==> src/rtl/firebird7_in_gate1_tessent_tdr_observe_w3_if.sv <==
// IJTAG scan-path port bundle for the observe TDR: enables and serial data in, serial data out.
// Signal names match the standard IJTAG port names so network stitching stays readable.
interface firebird7_in_gate1_tessent_tdr_observe_w3_if;
  logic ijtag_sel;
  logic ijtag_ce;
  logic ijtag_se;
  logic ijtag_ue;
  logic ijtag_si;
  logic ijtag_so;

  modport master (
    output ijtag_sel,
    output ijtag_ce,
    output ijtag_se,
    output ijtag_ue,
    output ijtag_si,
    input  ijtag_so
  );

  modport slave (
    input  ijtag_sel,
    input  ijtag_ce,
    input  ijtag_se,
    input  ijtag_ue,
    input  ijtag_si,
    output ijtag_so
  );
endinterface

==> src/rtl/firebird7_in_gate1_tessent_tdr_observe_w3.sv <==
// Observe/drive TDR: captures functional data, shifts it out, and updates a data/select mux control.
// Updates take effect one tck after ue; an update is accepted only after exactly WIDTH+1 shifts.
module firebird7_in_gate1_tessent_tdr_observe_w3 #(
  parameter int WIDTH = 3
) (
  input  logic                                         ijtag_tck,
  input  logic                                         ijtag_reset,
  firebird7_in_gate1_tessent_tdr_observe_w3_if.slave   scan,
  input  logic [WIDTH-1:0]                             observe_data_in,
  output logic [WIDTH-1:0]                             ijtag_data_out,
  output logic                                         ijtag_select_out,
  output logic                                         shift_count_error
);

  localparam int CW = $clog2(WIDTH + 3);
  localparam logic [CW-1:0] CNT_FULL = CW'(WIDTH + 1);
  localparam logic [CW-1:0] CNT_SAT  = CW'(WIDTH + 2);

  logic [WIDTH:0]   r_sr;
  logic [CW-1:0]    r_cnt;
  logic [WIDTH-1:0] r_data_out;
  logic             r_select_out;
  logic             r_err;

  logic w_capture;
  logic w_shift;
  logic w_update;
  logic w_update_ok;

  // Capture wins over shift, shift over update; nothing happens unless selected.
  assign w_capture   = scan.ijtag_sel & scan.ijtag_ce;
  assign w_shift     = scan.ijtag_sel & scan.ijtag_se & ~scan.ijtag_ce;
  assign w_update    = scan.ijtag_sel & scan.ijtag_ue & ~scan.ijtag_ce & ~scan.ijtag_se;
  assign w_update_ok = w_update & (r_cnt == CNT_FULL);

  always_ff @(posedge ijtag_tck or posedge ijtag_reset) begin
    if (ijtag_reset) begin
      r_sr         <= '0;
      r_cnt        <= '0;
      r_data_out   <= '0;
      r_select_out <= 1'b0;
      r_err        <= 1'b0;
    end else if (w_capture) begin
      r_sr  <= {r_select_out, observe_data_in};
      r_cnt <= '0;
      r_err <= 1'b0;
    end else if (w_shift) begin
      r_sr <= {scan.ijtag_si, r_sr[WIDTH:1]};
      // Saturate so an over-long shift can never alias back to a legal length.
      if (r_cnt != CNT_SAT) begin
        r_cnt <= r_cnt + CW'(1);
      end
    end else if (w_update) begin
      if (w_update_ok) begin
        r_select_out <= r_sr[WIDTH];
        r_data_out   <= r_sr[WIDTH-1:0];
        r_cnt        <= '0;
      end else begin
        r_err <= 1'b1;
      end
    end
  end

  assign scan.ijtag_so     = r_sr[0];
  assign ijtag_data_out    = r_data_out;
  assign ijtag_select_out  = r_select_out;
  assign shift_count_error = r_err;

endmodule

==> src/flat_wrapper.sv <==
// flat-port wrapper written by rule: the top's interface ports become plain ports
module firebird7_in_gate1_tessent_tdr_observe_w3_flat 
#(
  parameter int WIDTH = 3
)
  (ijtag_tck, ijtag_reset, observe_data_in, ijtag_data_out, ijtag_select_out, shift_count_error, scan_ijtag_sel, scan_ijtag_ce, scan_ijtag_se, scan_ijtag_ue, scan_ijtag_si, scan_ijtag_so);
  firebird7_in_gate1_tessent_tdr_observe_w3_if scan_i ();
  input  logic ijtag_tck;
  input  logic ijtag_reset;
  input  logic [WIDTH-1:0] observe_data_in;
  output logic [WIDTH-1:0] ijtag_data_out;
  output logic ijtag_select_out;
  output logic shift_count_error;
  input wire logic [$bits(scan_i.ijtag_sel)-1:0] scan_ijtag_sel;
  input wire logic [$bits(scan_i.ijtag_ce)-1:0] scan_ijtag_ce;
  input wire logic [$bits(scan_i.ijtag_se)-1:0] scan_ijtag_se;
  input wire logic [$bits(scan_i.ijtag_ue)-1:0] scan_ijtag_ue;
  input wire logic [$bits(scan_i.ijtag_si)-1:0] scan_ijtag_si;
  output wire logic [$bits(scan_i.ijtag_so)-1:0] scan_ijtag_so;
  assign scan_i.ijtag_sel = scan_ijtag_sel;
  assign scan_i.ijtag_ce = scan_ijtag_ce;
  assign scan_i.ijtag_se = scan_ijtag_se;
  assign scan_i.ijtag_ue = scan_ijtag_ue;
  assign scan_i.ijtag_si = scan_ijtag_si;
  assign scan_ijtag_so = scan_i.ijtag_so;
  firebird7_in_gate1_tessent_tdr_observe_w3 #(.WIDTH(WIDTH)) u_core (.ijtag_tck(ijtag_tck), .ijtag_reset(ijtag_reset), .scan(scan_i), .observe_data_in(observe_data_in), .ijtag_data_out(ijtag_data_out), .ijtag_select_out(ijtag_select_out), .shift_count_error(shift_count_error));
endmodule
==> config.mk <==
export PLATFORM = sky130hd
export DESIGN_NAME = firebird7_in_gate1_tessent_tdr_observe_w3_flat
export DESIGN_NICKNAME = d
export VERILOG_FILES = /design/src/rtl/firebird7_in_gate1_tessent_tdr_observe_w3_if.sv /design/src/rtl/firebird7_in_gate1_tessent_tdr_observe_w3.sv /design/src/flat_wrapper.sv
export SDC_FILE = /design/constraint.sdc
export NUM_CORES = 1
export LEC_CHECK = 0
export CAP_MARGIN = 5
export CORE_MARGIN = 8
export CORE_UTILIZATION = 41
export DETAILED_ROUTE_END_ITERATION = 7
export GPL_ROUTABILITY_DRIVEN = 0
export PLACE_DENSITY = 0.72
export SYNTH_ARGS = -nofsm -noshare
export SYNTH_HDL_FRONTEND = slang
export SYNTH_SLANG_ARGS = --single-unit
export TNS_END_PERCENT = 10
==> constraint.sdc <==
create_clock -name ijtag_tck -period 1.65 [get_ports ijtag_tck]
set_clock_uncertainty 0.15 [all_clocks]
set_input_delay 0.4125 -clock ijtag_tck [delete_from_list [all_inputs] [get_ports ijtag_tck]]
set_output_delay 0.4125 -clock ijtag_tck [all_outputs]
set_load 0.1 [all_outputs]
==> results.md, run 1 <==
* Run status: complete, no violations
* Die width at about 55 um
* Number of fill cells in the layout at between 100 and 150
* DR pass1 iterations at 4
* Initial Utilization at 42.1%
* Max-slew violations at 0
* Clock Tree Buf Depth at 2
* Placed Instances at 89
* Reg clk slew, reported paths at 80 ps
* Final setup fails at 0
* PortBufs at 15
* Logic pwr share at 31.8%
* LEAKAGE at 0.464 nW
* Ranking of synthesized cells by area: dfrtp_1, a22o_1, mux2_2
* Gate Count Post-Synth at 51
* H-tree depth at 1
* Clock Sinks at 12
* Largest net degree at the start of global routing at 13
* # IOs at 16
* Hold Crit Class: in -> async
* Mean routed wirelength per cell at 16.0 um
* Non-Filler Instances at 95
* Antenna Nets Post-Route at 0
* Power share of the sequential group at 40.2%
* Max_cap viols at 0
* Initial drt markers at 21
* #FFs+latches synth at 12
* DRT Wirelength at 1520 um
* Internal Power at 579 uW
* Delay-heaviest family, CP: flip-flops
* Synthesized Nets at between 60 and 70
* Final Hold Viols at 0
* RSZ-0062 raised after global routing: yes
* Syn Area/Cell at 12.0 sq um
* Yosys cell types at 20
* Fin crit period at 1630 ps
* Clk root buf: clkbuf_4
* Cts bufs inserted at 3
* Die Y at 54.6 um
* Power Density at 869 mW/mm^2
* Net Sw Power at 282 uW
* Tightest Pin Transition at between 400 and 500 ps
* Die Area at 0.00298 sq mm
* Layout cells sized above 1 at 40.5%
* Syn Std Cell Area at 612 sq um
* Setup_tns at 0 ps
* Routed vias/inst at 5.48
* Sw frac at 32.8%
* Multi-input logic area at 323 sq um
* Clock power frac at 28.0%
* Crit end category: flop
* Rows at 14
* Crit path cell chain: inv_2 -> ha_4 -> nand4_4 -> nor3_4 -> mux2_4
* Hold-fix buffers at CTS at 0
* GR Overflow Total at 0
* Crit path buffers/inverters at 1
* Residual DRC at 0
* # diodes at 0
* Worst setup SP type: flop
* First-pass GRT wire length at 2500 um
* Maximum vdd drop at 725 uV
* Max-slew headroom at the worst pin at 70.0%
* CP required at 1660 ps
* Fmax at between 600 and 700 MHz
* CP max FO at 4
* Initial antenna violation count at 0
* Crit path DAT at 1640 ps
* Slowest-stage cell, CP: dfrtp_1
* Ys Warns at 0
* Area leader, netlist: dfrtp_1
* FF/Latch Area at 300 sq um
* CP peak stage delay at around 400 ps
* Sequential share of the synthesized area at roughly half
* Vias in the first global route at 551
* Core ar. at 0.00145 sq mm
* WS Path Type: reg -> reg
* Synth-to-Final Area Change at 62.0%
* Later-pin clock latency in the skew report at between 200 and 300 ps
* Period utilisation layout at 98.8%
* # nets final at 93
* Top cell type's share of synthesized area at about 49%
* Overall Global Routing Usage at a little under an eighth
* Vias at 521
* CTS tree: built
* Dpl hpwl at 1070 um
worst paths after layout:
kind / slack, ps / from / endpoint / depth (start not counted)
min in group ijtag_tck: 400 / u_core.r_sr[3]$_DFFE_PP0N_ / u_core.ijtag_select_out$_DFFE_PP0P_ / 1
worst max-delay path: 20 / u_core.r_cnt[1]$_DFFE_PP0P_ / u_core.ijtag_data_out[1]$_DFFE_PP0P_ / 5
worst max register to register: 20 / u_core.r_cnt[1]$_DFFE_PP0P_ / u_core.ijtag_data_out[1]$_DFFE_PP0P_ / 5
worst min register to register: 400 / u_core.r_sr[3]$_DFFE_PP0N_ / u_core.ijtag_select_out$_DFFE_PP0P_ / 1
max in group asynchronous: 750 / ijtag_reset / u_core.r_sr[3]$_DFFE_PP0N_ / 2
worst min-delay path: 290 / ijtag_reset / u_core.r_sr[0]$_DFFE_PP0N_ / 2
power groups by stage:
stage / sequential [mW] / clock [mW] / combinational (mW)
floorplan: 0.420 / 0 / 0.0693
global placement: 0.349 / 0 / 0.248
detailed placement: 0.349 / 0 / 0.251
CTS: 0.346 / 0.241 / 0.266
global route: 0.350 / 0.256 / 0.293
finish: 0.346 / 0.241 / 0.274
flip-flops by register name, summed over array words and instances (netlist names):
register	count
u_core.ijtag_data_out	3
u_core.shift_count_error	1
u_core.r_sr	4
u_core.ijtag_select_out	1
u_core.r_cnt	3
per-stage QoR:
stage | util (%) | instance area (sq um) | setup slack (ps) | power, mW | hold WS, ps
3_5_place_dp | 61.3 | 891 | -340 | 0.600 | 373
3_3_place_gp | 61.3 | 891 | -295 | 0.597 | 377
2_1_floorplan | - | 612 | 60.4 | 0.489 | 127
4_1_cts | 67.0 | 973 | -35.8 | 0.853 | 312
6_report | 68.2 | 991 | 20.2 | 0.861 | 287
5_1_grt | 68.2 | 991 | -41.0 | 0.899 | 338
cells by family (layout without fill, tap and decap cells):
group,Yosys count,in the layout,share of synthesized area [%]
buffers and inverters,7,35,6.14
AOI/OAI and AO/OA,15,15,19.6
adders and majority gates,3,3,6.14
and+or+nand+nor,9,9,10.0
muxes,5,5,9.00
DFF,12,12,49.1
worst register-to-register path, delay by kind of cell (launching register included):
kind / cells / cell delay (ps)
buf+inv: 1 / 90
mux: 1 / 330
flops: 1 / 400
simple gates: 2 / 400
fa+ha+maj: 1 / 150
timing repair:
action	in CTS	in global routing
pin swaps	1	3
gates resized for setup	12	2
gates cloned	0	0
endpoints found under the setup margin	6	6
buffers inserted	1	1
cells in the mapped netlist (all sizes together):
cell type  number
dfrtp          12
a22o            8
inv             5
mux2            4
nand2           4
ha              3
a2bb2oi         2
buf             2
o21ai           2
a211oi          1
a32oi           1
mux2i           1
nand3           1
nand4           1
nor2            1
nor2b           1
nor3            1
o22ai           1
area by class of cell:
class	instances	share of cell area, %
tap	16	2.02
sequential	12	30.3
timing repair buffer	26	29.5
inverter	5	1.89
multi-input combinational	32	32.6
clock buffer	4	3.66
layer usage:
layer  part of all wire, %  GRT usage [%]
met5                     0              0
met4                  0.39           3.69
met3                   8.8           4.62
met2                    50           18.7
met1                    41           13.4
placed cells by master, fill, tap and decap left out, drive strengths merged:
cell type      instances
buf                   17
dfrtp                 12
a22o                   8
clkdlybuf4s50          6
inv                    5
nand2                  4
mux2                   4
clkbuf                 4
ha                     3
a2bb2oi                2
dlygate4sd2            2
o21ai                  2
a211oi                 1
nor2b                  1
nand4                  1
nor3                   1
nor2                   1
nand3                  1
a32oi                  1
o22ai                  1
mux2i                  1
dlymetal6s2s           1
Note: power is estimated with default switching activity, not from simulation.
==> run 2, diff against run 1 <==
Settings changed: ABC_AREA from default to 0.
==> results of run 2 <==
No change in the layout: final DEF, timing and power equal those of run 1.
